<file path="config.mk">
export PLATFORM = sky130hd
export DESIGN_NAME = td4_core
export DESIGN_NICKNAME = d
export VERILOG_FILES = /design/src/rtl/td4_pkg.sv /design/src/rtl/td4_alu.sv /design/src/rtl/td4_core.sv
export SDC_FILE = /design/constraint.sdc
export NUM_CORES = 1
export LEC_CHECK = 0
export CORE_ASPECT_RATIO = 0.9
export CORE_UTILIZATION = 48
export CTS_BUF_LIST = sky130_fd_sc_hd__clkbuf_16
export DETAILED_ROUTE_END_ITERATION = 6
export GPL_TIMING_DRIVEN = 0
export HOLD_SLACK_MARGIN = 0.15
export PLACE_DENSITY = 0.74
export SYNTH_ARGS = -nofsm -noshare
export SYNTH_HDL_FRONTEND = slang
export SYNTH_SLANG_ARGS = --single-unit
</file>
<file path="constraint.sdc">
create_clock -name clk -period 4.1 [get_ports clk]
set_input_delay 0.82 -clock clk [delete_from_list [all_inputs] [get_ports clk]]
set_output_delay 0.82 -clock clk [all_outputs]
set_load 0.05 [all_outputs]
</file>
<file path="src/rtl/td4_pkg.sv">
// Shared types and constants for the TD4 4-bit CPU core.
package td4_pkg;
  localparam int DATA_W  = 4;
  localparam int INSTR_W = 8;

  typedef enum logic [3:0] {
    OP_ADD_A  = 4'b0000,
    OP_MOV_AB = 4'b0001,
    OP_IN_A   = 4'b0010,
    OP_MOV_A  = 4'b0011,
    OP_MOV_BA = 4'b0100,
    OP_ADD_B  = 4'b0101,
    OP_IN_B   = 4'b0110,
    OP_MOV_B  = 4'b0111,
    OP_OUT_B  = 4'b1001,
    OP_OUT_IM = 4'b1011,
    OP_JNC    = 4'b1110,
    OP_JMP    = 4'b1111
  } op_e;

  typedef enum logic {ST_FETCH, ST_EXEC} state_e;

  typedef enum logic [2:0] {SRC_A, SRC_B, SRC_IM, SRC_IN, SRC_ZERO} src_e;
endpackage

</file>
<file path="src/rtl/td4_alu.sv">
// Operand mux plus 4-bit adder; moves are expressed as "operand + 0".
module td4_alu
  import td4_pkg::*;
(
  input  logic [DATA_W-1:0] a,
  input  logic [DATA_W-1:0] b,
  input  logic [DATA_W-1:0] im,
  input  logic [DATA_W-1:0] in_port,
  input  src_e              src,
  input  logic              add_im,
  output logic [DATA_W-1:0] sum,
  output logic              cout
);
  logic [DATA_W-1:0] opnd;

  always_comb begin
    opnd = '0;
    case (src)
      SRC_A:   opnd = a;
      SRC_B:   opnd = b;
      SRC_IM:  opnd = im;
      SRC_IN:  opnd = in_port;
      default: opnd = '0;
    endcase
    {cout, sum} = {1'b0, opnd} + {1'b0, (add_im ? im : {DATA_W{1'b0}})};
  end
endmodule

</file>
<file path="src/rtl/td4_core.sv">
// TD4 core: two-phase FETCH/EXEC sequencer, A/B/OUT registers, PC and carry.
module td4_core
  import td4_pkg::*;
#(
  parameter logic [3:0] RESET_PC = 4'h0
) (
  input  logic               clk,
  input  logic               rst,
  input  logic               en,
  output logic [DATA_W-1:0]  rom_addr,
  input  logic [INSTR_W-1:0] rom_data,
  input  logic [DATA_W-1:0]  in_port,
  output logic [DATA_W-1:0]  out_port,
  output logic               fetch,
  output logic               carry,
  output logic               halted
);
  state_e              state_q, state_d;
  logic [DATA_W-1:0]   pc_q, pc_d, a_q, a_d, b_q, b_d, out_q, out_d;
  logic [INSTR_W-1:0]  ir_q, ir_d;
  logic                carry_q, carry_d, halted_q, halted_d;

  logic [3:0]          opc;
  logic [DATA_W-1:0]   im, alu_sum;
  logic                alu_cout, add_im;
  src_e                src;

  assign opc = ir_q[7:4];
  assign im  = ir_q[3:0];

  always_comb begin
    src    = SRC_ZERO;
    add_im = 1'b0;
    case (opc)
      OP_ADD_A:  begin src = SRC_A; add_im = 1'b1; end
      OP_ADD_B:  begin src = SRC_B; add_im = 1'b1; end
      OP_MOV_A,
      OP_MOV_B:  src = SRC_IM;
      OP_MOV_AB: src = SRC_B;
      OP_MOV_BA: src = SRC_A;
      OP_IN_A,
      OP_IN_B:   src = SRC_IN;
      default:   src = SRC_ZERO;
    endcase
  end

  td4_alu u_alu (
    .a(a_q), .b(b_q), .im(im), .in_port(in_port),
    .src(src), .add_im(add_im), .sum(alu_sum), .cout(alu_cout)
  );

  always_comb begin
    state_d  = state_q;
    pc_d     = pc_q;
    a_d      = a_q;
    b_d      = b_q;
    out_d    = out_q;
    ir_d     = ir_q;
    carry_d  = carry_q;
    halted_d = halted_q;
    // A halted core never leaves FETCH, so en is simply ignored from then on.
    if (en && !halted_q) begin
      if (state_q == ST_FETCH) begin
        ir_d    = rom_data;
        state_d = ST_EXEC;
      end else begin
        state_d = ST_FETCH;
        pc_d    = pc_q + 4'd1;
        carry_d = 1'b0;
        case (opc)
          OP_ADD_A:                    begin a_d = alu_sum; carry_d = alu_cout; end
          OP_ADD_B:                    begin b_d = alu_sum; carry_d = alu_cout; end
          OP_MOV_A, OP_MOV_AB, OP_IN_A: a_d = alu_sum;
          OP_MOV_B, OP_MOV_BA, OP_IN_B: b_d = alu_sum;
          OP_OUT_B:                    out_d = b_q;
          OP_OUT_IM:                   out_d = im;
          OP_JMP, OP_JNC: begin
            if (opc == OP_JMP || !carry_q) begin
              pc_d = im;
              if (im == pc_q) halted_d = 1'b1;
            end
          end
          default: ;
        endcase
      end
    end
  end

  always_ff @(posedge clk) begin
    if (rst) begin
      state_q  <= ST_FETCH;
      pc_q     <= RESET_PC;
      a_q      <= '0;
      b_q      <= '0;
      out_q    <= '0;
      ir_q     <= '0;
      carry_q  <= 1'b0;
      halted_q <= 1'b0;
    end else begin
      state_q  <= state_d;
      pc_q     <= pc_d;
      a_q      <= a_d;
      b_q      <= b_d;
      out_q    <= out_d;
      ir_q     <= ir_d;
      carry_q  <= carry_d;
      halted_q <= halted_d;
    end
  end

  assign rom_addr = pc_q;
  assign out_port = out_q;
  assign fetch    = (state_q == ST_FETCH);
  assign carry    = carry_q;
  assign halted   = halted_q;
endmodule

</file>
* After elaboration in Yosys (flattened, before gate mapping)
Cells that the tools add are included.
** Word-level totals
- Register bits :: 27
- Bits of input ports :: 15
- Output and inout port bits :: 11
** Operators by class
- Add/subtract/negate cells :: 2
- Eq/ne operators :: 15
- Muxes and demuxes :: 9
- Bitwise operators :: 1
- Reductions and logical operators :: 21
** Operators by type and width (count)
- $eq 4x3->1 const B :: 4
- $eq 4x4->1 const B :: 4
- $pmux 4 s4 :: 1
- $mux 4 :: 3
- $pmux 3 s4 :: 1
- $reduce_or 2->1 :: 6
- $reduce_and 3->1 :: 3
- $eq 4x2->1 const B :: 2
- $pmux 4 s2 :: 1
- $reduce_or 4->1 :: 2
- $eq 3x2->1 const B :: 2
- $add 4x4->5 :: 1
- $reduce_and 5->1 :: 1
- $add 4x1->4 const B :: 1
- $eq 4x1->1 const B :: 1
- $eq 4x4->1 :: 1
- $logic_not 4->1 :: 1
- $reduce_and 2->1 :: 2
- $eq 3x1->1 const B :: 1
- $logic_not 3->1 :: 1
- $mux 1 :: 3
- $logic_not 1->1 :: 2
- $reduce_bool 2->1 :: 1
- $logic_and 1x1->1 :: 1
- 2 further kinds :: 2

* Depth between registers and ports, before layout
- Depth after elaboration :: 7
- Gate-level depth with buffers :: 11

* Hierarchy
From an unflattened synthesis, not the netlist that was laid out.
** Unflattened totals
- Cells, all modules :: 152
- Area total of the unflattened synthesis :: 1478.9 um2
** Modules (own cells, without submodules)
- td4_core :: instances 1, cells each 129, area an instance 1216.2 um2
- td4_alu :: instances 1, cells each 23, area an instance 262.8 um2

* Worst setup path after synthesis
Ideal clock, no wire load.
- Kind :: input to register
- Start :: input in_port[1]
- End :: register a_q[3]
- Library setup time :: 0.120 ns
- Data arrival time :: 2.256 ns
- Data required time :: 3.980 ns
- Setup slack :: 1.724 ns
- Stages on the path :: 8
- Path buffers :: 0
- Cell sequence :: a211oi_1 -> a211o_1 -> inv_1 -> ha_1 -> a21o_1 -> a21oi_1 -> nor4_1 -> a211o_1
** On the way
- Cells in the longest elaborated chain, start to end :: 2
** RTL lines
- start: declaration :: RTL line td4_core.sv:12 : input logic [DATA_W-1:0] in_port,
- $pmux 4 s4 :: RTL line td4_alu.sv:18 : case (src)
- $add 4x4->5 :: RTL line td4_alu.sv:25 : {cout, sum} = {1'b0, opnd} + {1'b0, (add_im ? im : {DATA_W{1'b0}})};
- end signal: assignment :: RTL line td4_core.sv:93 : a_q <= '0;
- end signal: assignment :: RTL line td4_core.sv:102 : a_q <= a_d;
- end: declaration :: RTL line td4_core.sv:19 : logic [DATA_W-1:0] pc_q, pc_d, a_q, a_d, b_q, b_d, out_q, out_d;
No other way between the ends.
A chain may end at the register's enable or synchronous reset.

* Worst setup path after layout
Same ends and word-level chain as after synthesis.

==> impl_metrics.ini <==
[pwr]
ir_drop_mv = 0.194
cellPowerDensity_nw_per_um2 = 334
totalPowerFinal_mw = 0.622
power.leakage_nw = 0.721

[routing]
dr.pass1.iters = 4
vias_per_cell = 5.60
drt-total-wl_microns = 3480
wire_per_inst_microns = 14.8
vias = 1316
wl_met1_microns = 1560
route.met2.wl_microns = 1690
drc = 0
drt_iter0_drc = 93
met3WireLength_microns = 185
postRouteAntennaNets = 0
routed.top_layer = met4

[worst_hold_path]
min_path_type = reg -> reg

[cells_and_area]
fill_cells = 245
seqCellArea_sq_um = 541
fin_cells = 235
multi_input_area_sq_um = 883
fin_nets = 217
layout-drive-gt1-share = 0.0769
final_core_util = 0.657
areaGrowthSynthToFinish_pct = 25.5
diodes = 0

[global_routing]
grt_max_degree = 15
antenna_found_initial = 0
grt_pass1_wl_microns = 5690
track_usage = 0.242
grt_pass1_vias = 1225
grt-ovfl-total = 0

[synth]
syn-cell-area_sq_um = 1490
synthCells = 166
synth_area_leader_cell = dfxtp_1
yosysWarnings = 0
synthFlopType = dfxtp_1
yosysSeqAreaShare = 0.364
synth_common_cells = dfxtp_1 (27), nor2_1 (20), mux2i_1 (15), a211oi_1 (14), nand2_1 (11)
yosys.cell_count.top_type = dfxtp_1
synth_edf_count = 0
synth_area_leaders = dfxtp_1 (36%), mux2i_1 (10%), a211oi_1 (7.1%)
synth_top_area_share = 0.364
async_reset_ff_frac = 0
syn_area_per_cell_sq_um = 8.95
synthDistinctLibCells = 41
synth_seq_cells = 27
syn_nets = 187

[critical_path]
crit_path_end_kind = flip-flop
cp_max_fo = 4
start_kind = primary input
reg2reg_to = a_q[3]
crit_cells = 9
crit_start = in_port[1]
worst_ep_arrival_time_ps = 2810
crit_path_top_delay_cell = clkdlybuf4s50_1
r2r_cells = 9
critPathMaxStageDelay_ps = 390
cp.required_ps = 4250
worstPathCellList = clkdlybuf4s50_1 -> a211oi_1 -> a211o_1 -> inv_1 -> ha_1 -> a21o_1 -> a21oi_1 -> nor4_1 -> a211o_1
crit_path_frequent_cell = a211o_1
reg2reg_slack_ps = 1510
cp_top_family = compound AO/OA/AOI/OAI gates
reg2reg_from = ir_q[5]
setup.worst_path.class = in -> reg
crit_end = a_q[3]
cp_num_buf_inv = 2

[sta]
grt_setup_unrepaired = no
setup_viol = 0
worst_pin_slew_ps = 525
maxSlewViolCount = 0
fin_skew_ps = 4.35
relSlewSlack = 0.650
post-route-period-util = 0.647
hold_viol = 0
timing.fmax_mhz = 377
fin_crit_ps = 2650
setup_ws_ps = 1450
setup_tns_ps = 0

[clocking]
clock-root-buffer = clkbuf_16
postCtsSetupRepairBufs = 0
clock_sinks = 27
cts.path.max_buffers = 2
cts_buffers = 3
cts_hold_buf = 0
clkTransAtPathRegs_ps = 60
insertion_delay_ps = 260
cts_tree = built
cts_resized = 0
h-tree-depth = 1

[die]
die_h_microns = 54.8
ios = 26
die_w_microns = 60.6
die_area_sq_um = 3320
design.core.area_sq_um = 2840
fp-row-count = 18
start_util = 0.523

[placed_design]
dp_cells = 231
portBuffers = 25
dp_hpwl_microns = 2610
gp_congestion = 0.884
post-place-ws_ps = 1180

[run_status]
status = completed

[run]
cap_viol_max_count = 0
worst min path at each step:
stage               depth (start not counted)     end  slack, ps    from
global route                                2  b_q[0]        500  b_q[0]
CTS                                         2  b_q[0]        460  b_q[0]
finish                                      2  b_q[0]        460  b_q[0]
detailed placement                          2  b_q[0]        450  b_q[0]
floorplan                                   2  b_q[0]        440  b_q[0]
global placement                            2  b_q[0]        450  b_q[0]
layer usage:
metal / vias up / global-route usage
met5: - / 0
met4: 0 / 0.0758
met3: 7 / 0.0615
met2: 34 / 0.419
met1: 627 / 0.294
li1: 648 / -
cell type report:
| cell class | count | area share |
|---|---|---|
| plain buffers | 8 | 0.0228 |
| clock buffers | 3 | 0.0403 |
| clock inverters | 1 | 0.00201 |
| inverters | 5 | 0.0101 |
| multi-input cells | 126 | 0.474 |
| flip-flops and latches | 27 | 0.290 |
| well taps | 40 | 0.0268 |
| repair buffers | 25 | 0.134 |
registers in the layout, summed over array words and instances (netlist names):
signal    count
ir_q          8
a_q           4
b_q           4
out_port      4
rom_addr      4
carry         1
halted        1
state_q       1
tightest hold or removal path: cells and delay by family, from the launching register on:
| family | cells | cell delay (ps) |
|---|---|---|
| compound gates | 1 | 50 |
| simple gates | 1 | 50 |
| flops | 1 | 310 |
kinds of logic (layout without fill, tap and decap cells):
| logic type | after synthesis | in the layout | share of synthesized area |
|---|---|---|---|
| muxes | 15 | 15 | 0.101 |
| AOI/OAI and AO/OA | 34 | 34 | 0.166 |
| and+or+nand+nor | 64 | 64 | 0.231 |
| xor gates and xnor gates | 7 | 7 | 0.0413 |
| adders and majority gates | 6 | 6 | 0.0556 |
| buffers and inverters | 13 | 42 | 0.0413 |
| DFF | 27 | 27 | 0.364 |
where the power goes:
part | leakage, nW | internal (mW) | switching, mW | total [mW]
Sequential | 0.220 | 0.272 | 0.0123 | 0.285
Clock | 0.0423 | 0.131 | 0.0899 | 0.221
Combinational | 0.459 | 0.0527 | 0.0643 | 0.117
Total | 0.721 | 0.456 | 0.167 | 0.622
placed cells by master, fill, tap and decap left out, drive strengths merged:
cell           netlist  final
a41oi                1      1
and2                 3      3
or3                  1      1
nand4bb              1      1
nor2b                6      6
xor2                 3      3
dfxtp               27     27
a21oi                7      7
a211oi              14     14
o211ai               1      1
nand3b               2      2
o21ai                2      2
xnor2                4      4
mux2i               15     15
nor3                 5      5
nand3                2      2
fa                   1      1
nand4                1      1
o21a                 2      2
clkdlybuf4s50        0     25
and4                 1      1
clkbuf               2      5
ha                   5      5
nor2                22     22
buf                  6      6
nor4                 1      1
inv                  5      6
nand2b               5      5
a21o                 1      1
or2                  2      2
nor3b                1      1
a31oi                1      1
nand2               11     11
a211o                2      2
o32ai                2      2
o311ai               1      1
metrics by stage:
step	hold WS, ps	cell area (sq um)
floorplan	436	1490
global placement	446	1790
detailed placement	455	1790
CTS	464	1860
global route	503	1860
finish	460	1860
Note: power is estimated with default switching activity, not from simulation.
